File: config.mk
export PLATFORM = sky130hd
export DESIGN_NAME = mem_requester
export DESIGN_NICKNAME = d
export VERILOG_FILES = /design/src/rtl/mem_pkg.sv /design/src/rtl/mem_requester.sv
export SDC_FILE = /design/constraint.sdc
export NUM_CORES = 1
export LEC_CHECK = 0
export BUFFER_PORTS_ARGS = -buffer_cell sky130_fd_sc_hd__buf_2
export CORE_ASPECT_RATIO = 0.5
export CORE_MARGIN = 2
export CORE_UTILIZATION = 52
export CTS_BUF_LIST = sky130_fd_sc_hd__clkbuf_8
export CTS_CLUSTER_DIAMETER = 120
export DETAILED_ROUTE_END_ITERATION = 8
export GPL_TIMING_DRIVEN = 0
export PLACE_DENSITY = 0.83
export SLEW_MARGIN = 15
export SYNTH_ARGS = -nofsm -noshare
export SYNTH_HDL_FRONTEND = slang
export SYNTH_SLANG_ARGS = --single-unit
File: constraint.sdc
create_clock -name clk -period 3.07 [get_ports clk]
set_clock_uncertainty 0.2 [all_clocks]
set_input_delay 0.921 -clock clk [delete_from_list [all_inputs] [get_ports clk]]
set_output_delay 0.921 -clock clk [all_outputs]
set_load 0.02 [all_outputs]
File: src/rtl/mem_pkg.sv
// Shared definitions for the RAM-port requesters: FSM encoding, lane layout
// and the second-byte address incrementer (also used by the fetch unit).
package mem_pkg;

    typedef enum logic [1:0] {
        IDLE = 2'd0,
        HI   = 2'd1,
        DATA = 2'd2,
        RESP = 2'd3
    } mem_state_t;

    localparam int unsigned DATA_WIDTH_DEF = 8;
    localparam int unsigned WIDE_WIDTH     = 2 * DATA_WIDTH_DEF;
    localparam int unsigned LANE_LO        = 0;
    localparam int unsigned LANE_HI        = 1;
    localparam int unsigned ADDR_MAX       = 32;

    // Callers truncate to their own address width, so the linear carry out
    // of bit ADDR_WIDTH-1 is discarded and 0xFFFF wraps to 0x0000.
    function automatic logic [ADDR_MAX-1:0] next_byte_addr(
        input logic [ADDR_MAX-1:0] addr,
        input logic                pagewrap
    );
        logic [ADDR_MAX-1:0] nxt;
        if (pagewrap)
            nxt = {addr[ADDR_MAX-1:8], addr[7:0] + 8'd1};
        else
            nxt = addr + 32'd1;
        return nxt;
    endfunction

endpackage

File: src/rtl/mem_requester.sv
// Initiator for one port of the dual-port system RAM: turns a valid/ready
// request into RAM cycles and returns byte or 16-bit little-endian results.
module mem_requester
    import mem_pkg::*;
#(
    parameter int unsigned ADDR_WIDTH = 16,
    parameter int unsigned DATA_WIDTH = 8
) (
    input  logic                      clk,
    input  logic                      rst,
    input  logic                      req_valid,
    output logic                      req_ready,
    input  logic                      req_we,
    input  logic                      req_wide,
    input  logic                      req_pagewrap,
    input  logic [ADDR_WIDTH-1:0]     req_addr,
    input  logic [2*DATA_WIDTH-1:0]   req_wdata,
    output logic                      resp_valid,
    input  logic                      resp_ready,
    output logic [2*DATA_WIDTH-1:0]   resp_rdata,
    output logic [ADDR_WIDTH-1:0]     mem_addr,
    output logic                      mem_we,
    output logic [DATA_WIDTH-1:0]     mem_wdata,
    input  logic [DATA_WIDTH-1:0]     mem_rdata
);

    localparam int unsigned WIDE_W = 2 * DATA_WIDTH;
    localparam int unsigned LO_OFS = LANE_LO * DATA_WIDTH;
    localparam int unsigned HI_OFS = LANE_HI * DATA_WIDTH;

    mem_state_t              state;
    logic [ADDR_WIDTH-1:0]   hi_addr_q;
    logic [DATA_WIDTH-1:0]   hi_wdata_q;
    logic                    we_q;
    logic                    wide_q;
    logic [ADDR_WIDTH-1:0]   hi_addr_next;

    always_comb begin
        hi_addr_next = ADDR_WIDTH'(next_byte_addr(ADDR_MAX'(req_addr),
                                                  req_pagewrap && req_wide));
    end

    assign req_ready = (state == IDLE) && !rst;

    // The lo byte goes to the RAM combinationally on the accept edge; only
    // the hi byte of a wide access comes from the latched request.
    always_comb begin
        mem_addr  = req_addr;
        mem_we    = 1'b0;
        mem_wdata = req_wdata[LO_OFS +: DATA_WIDTH];
        if (state == HI) begin
            mem_addr  = hi_addr_q;
            mem_we    = we_q;
            mem_wdata = hi_wdata_q;
        end else if (state == IDLE) begin
            mem_we = req_valid && req_ready && req_we;
        end
    end

    always_ff @(posedge clk or posedge rst) begin
        if (rst) begin
            state      <= IDLE;
            resp_valid <= 1'b0;
            resp_rdata <= '0;
            hi_addr_q  <= '0;
            hi_wdata_q <= '0;
            we_q       <= 1'b0;
            wide_q     <= 1'b0;
        end else begin
            case (state)
                IDLE: begin
                    if (req_valid) begin
                        hi_addr_q  <= hi_addr_next;
                        hi_wdata_q <= req_wdata[HI_OFS +: DATA_WIDTH];
                        we_q       <= req_we;
                        wide_q     <= req_wide;
                        if (req_we)
                            resp_rdata <= '0;
                        if (req_wide) begin
                            state <= HI;
                        end else if (req_we) begin
                            state      <= RESP;
                            resp_valid <= 1'b1;
                        end else begin
                            state <= DATA;
                        end
                    end
                end
                HI: begin
                    if (we_q) begin
                        state      <= RESP;
                        resp_valid <= 1'b1;
                    end else begin
                        resp_rdata[LO_OFS +: DATA_WIDTH] <= mem_rdata;
                        state <= DATA;
                    end
                end
                DATA: begin
                    if (wide_q)
                        resp_rdata[HI_OFS +: DATA_WIDTH] <= mem_rdata;
                    else
                        resp_rdata <= WIDE_W'(mem_rdata);
                    state      <= RESP;
                    resp_valid <= 1'b1;
                end
                RESP: begin
                    if (resp_ready) begin
                        resp_valid <= 1'b0;
                        state      <= IDLE;
                    end
                end
                default: begin
                    state      <= IDLE;
                    resp_valid <= 1'b0;
                end
            endcase
        end
    end

endmodule
==> out/results.ini <==
[timing]
setup-tns-final_ns = 0
timing.fmax_mhz = 334
min_period_ns = 3.00
hold_violations = 0
final-max-slew-violation-count = 0
setup_viol = 0
tightest_slew_ns = 0.565
rsz0062_at_grt = true
timing.final.crit_share_pct = 97.6
maxSlewHeadroom_pct = 62.4

[yosys]
synth.ff_latch_count = 45
synth_area_per_cell_um2 = 9.06
synthCells = 279
netlist.area_leader.share_pct = 44.5
syn_area_mm2 = 0.00253
yosys-top-cells-area = dfrtp_1, mux2_2, nand2_1
syn-num-nets = 333
yosysTopAreaCell = dfrtp_1
synth.yosys.seq_area_share_pct = 44.5
yosysWarnings = 0
synthDistinctLibCells = 36

[drt]
antenna_left = 0
drt_iter0_drc = 126
drc = 0
wl_um = 6240
vias_per_cell = 5.40
wl_per_cell_um = 14.2
vias = 2372
first_pass_iters = 4

[floorplanning]
io_pins = 90
die_h_um = 53.3
die_area_mm2 = 0.00547
coreArea_mm2 = 0.00453
die_w_um = 103
start_util_pct = 55.8
rows = 17

[finish]
diodes = 0
finalNetCount = 426
syn_to_final_growth_pct = 25.1
stdcell_count = 439
drive_gt1_share_pct = 34.9
final-seq-area_mm2 = 0.00113
nFillCells = 354
multi_input_area_mm2 = 0.00129

[clocking]
clock_sinks = 45
postCtsSetupRepairBufs = 0
clkLatencyLatePin_ns = 0.29
h-tree-depth = 2
cts-buffers-inserted = 5
clk_pin_slew_ns = 0.07
cts_root_buf = clkbuf_8
cts_tree = yes
cts.path.max_buffers = 2

[setup_path]
r2r-start = state[0]$_DFFE_PP0P_
r2r_cells = 6
path_class = register to output pin
cp-endpoint = mem_wdata[1]
arrival_ns = 1.88
crit_required_ns = 1.95
critPathMaxFanout = 10
startpoint = state[1]$_DFFE_PP0P_
critPathLaunchType = register
end_kind = output pin
rrSetupSlack_ns = 0.69
r2r-end = resp_rdata[1]$_DFFE_PP0P_

[grt]
grtUsageTotal_pct = 23.3
grt_pass1_vias = 2161
antenna_found_initial = 0
grt_max_degree = 26
grt_overflow = 0
grt_first_pass_wirelength_um = 9750

[power]
power_leakage_nw = 1.55
ir_worst_vdd_mv = 0.364
power.density_mw_per_mm2 = 920

[place]
dp_cells = 433
place_hpwl_um = 4640
io_buffers = 87
gp_congestion = 0.869

[flow_run]
drv_cap = 0

[outcome]
status = completed

[min_path]
hold_path.class = register to register
whs_path_depth = 2

cell usage in the layout (no fill, tap or decap), types with 7 or more instances in the layout:
master,n
a31oi_1,7
buf_2,87
clkbuf_1,10
dfrtp_1,45
inv_1,14
mux2_2,24
mux2i_1,9
nand2_1,64
nand3_1,16
nor2_1,10
o21ai_0,26
Yosys cell counts (all sizes together):
library cell and instances:
nand2 65, dfrtp 45, o21ai 26, mux2 24, nand3 16, inv 14, clkbuf 13, nor2 10
mux2i 9, a31oi 7, ha 7, nand4 5, a21oi 4, buf 4, or3 4, xnor2 4
nor2b 3, xor2 3, o311a 2, or4 2, a211oi 1, a221o 1, a22oi 1, and2 1
and3 1, and4 1, nand2b 1, nor3 1, nor4b 1, o31ai 1, or3b 1, or4b 1
metal layers:
metal  global-route usage, %  up-vias  share of wire [%]
li1                        -     1138                  -
met1                    29.7     1136                 43
met2                    40.6       92                 50
met3                    5.42        6                6.5
met4                    5.78        0               0.72
met5                       0        -                  0
logic make-up after synthesis:
kind of cell	count (synthesis)	share of synthesized area [%]
AOI/OAI and AO/OA	43	9.75
xor gates and xnor gates	7	2.42
adders and majority gates	7	3.46
buffers and inverters	31	5.05
DFF	45	44.5
muxes	33	14.3
and+or+nand+nor	113	20.5
stage by stage:
step / hold slack, ns / utilization [%] / setup WS [ns] / cell area (µm²) / total power, mW
after global routing: 0.308 / 69.8 / -0.0112 / 3160 / 3.14
after CTS: 0.283 / 69.7 / 0.0153 / 3160 / 2.92
after detailed placement: 0.264 / 67.7 / -0.229 / 3070 / 2.54
after floorplan: 0.240 / - / 0.0630 / 2530 / 2.09
final: 0.280 / 69.8 / 0.0735 / 3160 / 2.91
after global placement: 0.254 / 67.2 / -0.171 / 3050 / 2.47
timing repair:
item,4_1_cts,5_1_grt
endpoints found under the setup margin,24,9
pin swaps,0,0
resized for setup,5,3
hold buffers,0,0
where the power goes:
group	total, mW	internal, mW	switching, mW
Combinational	1.56	0.616	0.941
Clock	0.340	0.154	0.186
Sequential	1.01	0.859	0.155
worst min-delay path by stage:
stage / start / endpoint / slack, ns
finish: resp_rdata[8]$_DFFE_PP0P_ / resp_rdata[8]$_DFFE_PP0P_ / 0.28
global route: hi_wdata_q[1]$_DFFE_PP0P_ / hi_wdata_q[1]$_DFFE_PP0P_ / 0.31
CTS: resp_rdata[8]$_DFFE_PP0P_ / resp_rdata[8]$_DFFE_PP0P_ / 0.28
detailed placement: hi_addr_q[1]$_DFFE_PP0P_ / hi_addr_q[1]$_DFFE_PP0P_ / 0.26
global placement: hi_addr_q[1]$_DFFE_PP0P_ / hi_addr_q[1]$_DFFE_PP0P_ / 0.25
floorplan: hi_wdata_q[0]$_DFFE_PP0P_ / hi_wdata_q[0]$_DFFE_PP0P_ / 0.24
state kept, by name, summed over array words and instances (netlist names):
register / count
hi_addr_q: 16
hi_wdata_q: 8
resp_rdata: 16
resp_valid: 1
state: 2
we_q: 1
wide_q: 1
layout make-up:
| cell class | count | share of cell area (%) |
|---|---|---|
| sequential | 45 | 35.6 |
| clock inverter | 3 | 0.435 |
| buffer | 15 | 2.37 |
| tap | 66 | 2.61 |
| clock buffer | 5 | 2.17 |
| multi-input combinational | 203 | 40.8 |
| timing repair buffer | 88 | 14.4 |
| inverter | 14 | 1.66 |
critical path, cell delays in order, from the launching register on:
cell and delay [ns]:
dfrtp_1 0.43, inv_1 0.19, ha_1 0.23, clkbuf_4 0.23, mux2_2 0.36, buf_2 0.16
Note: power is estimated with default switching activity, not from simulation.
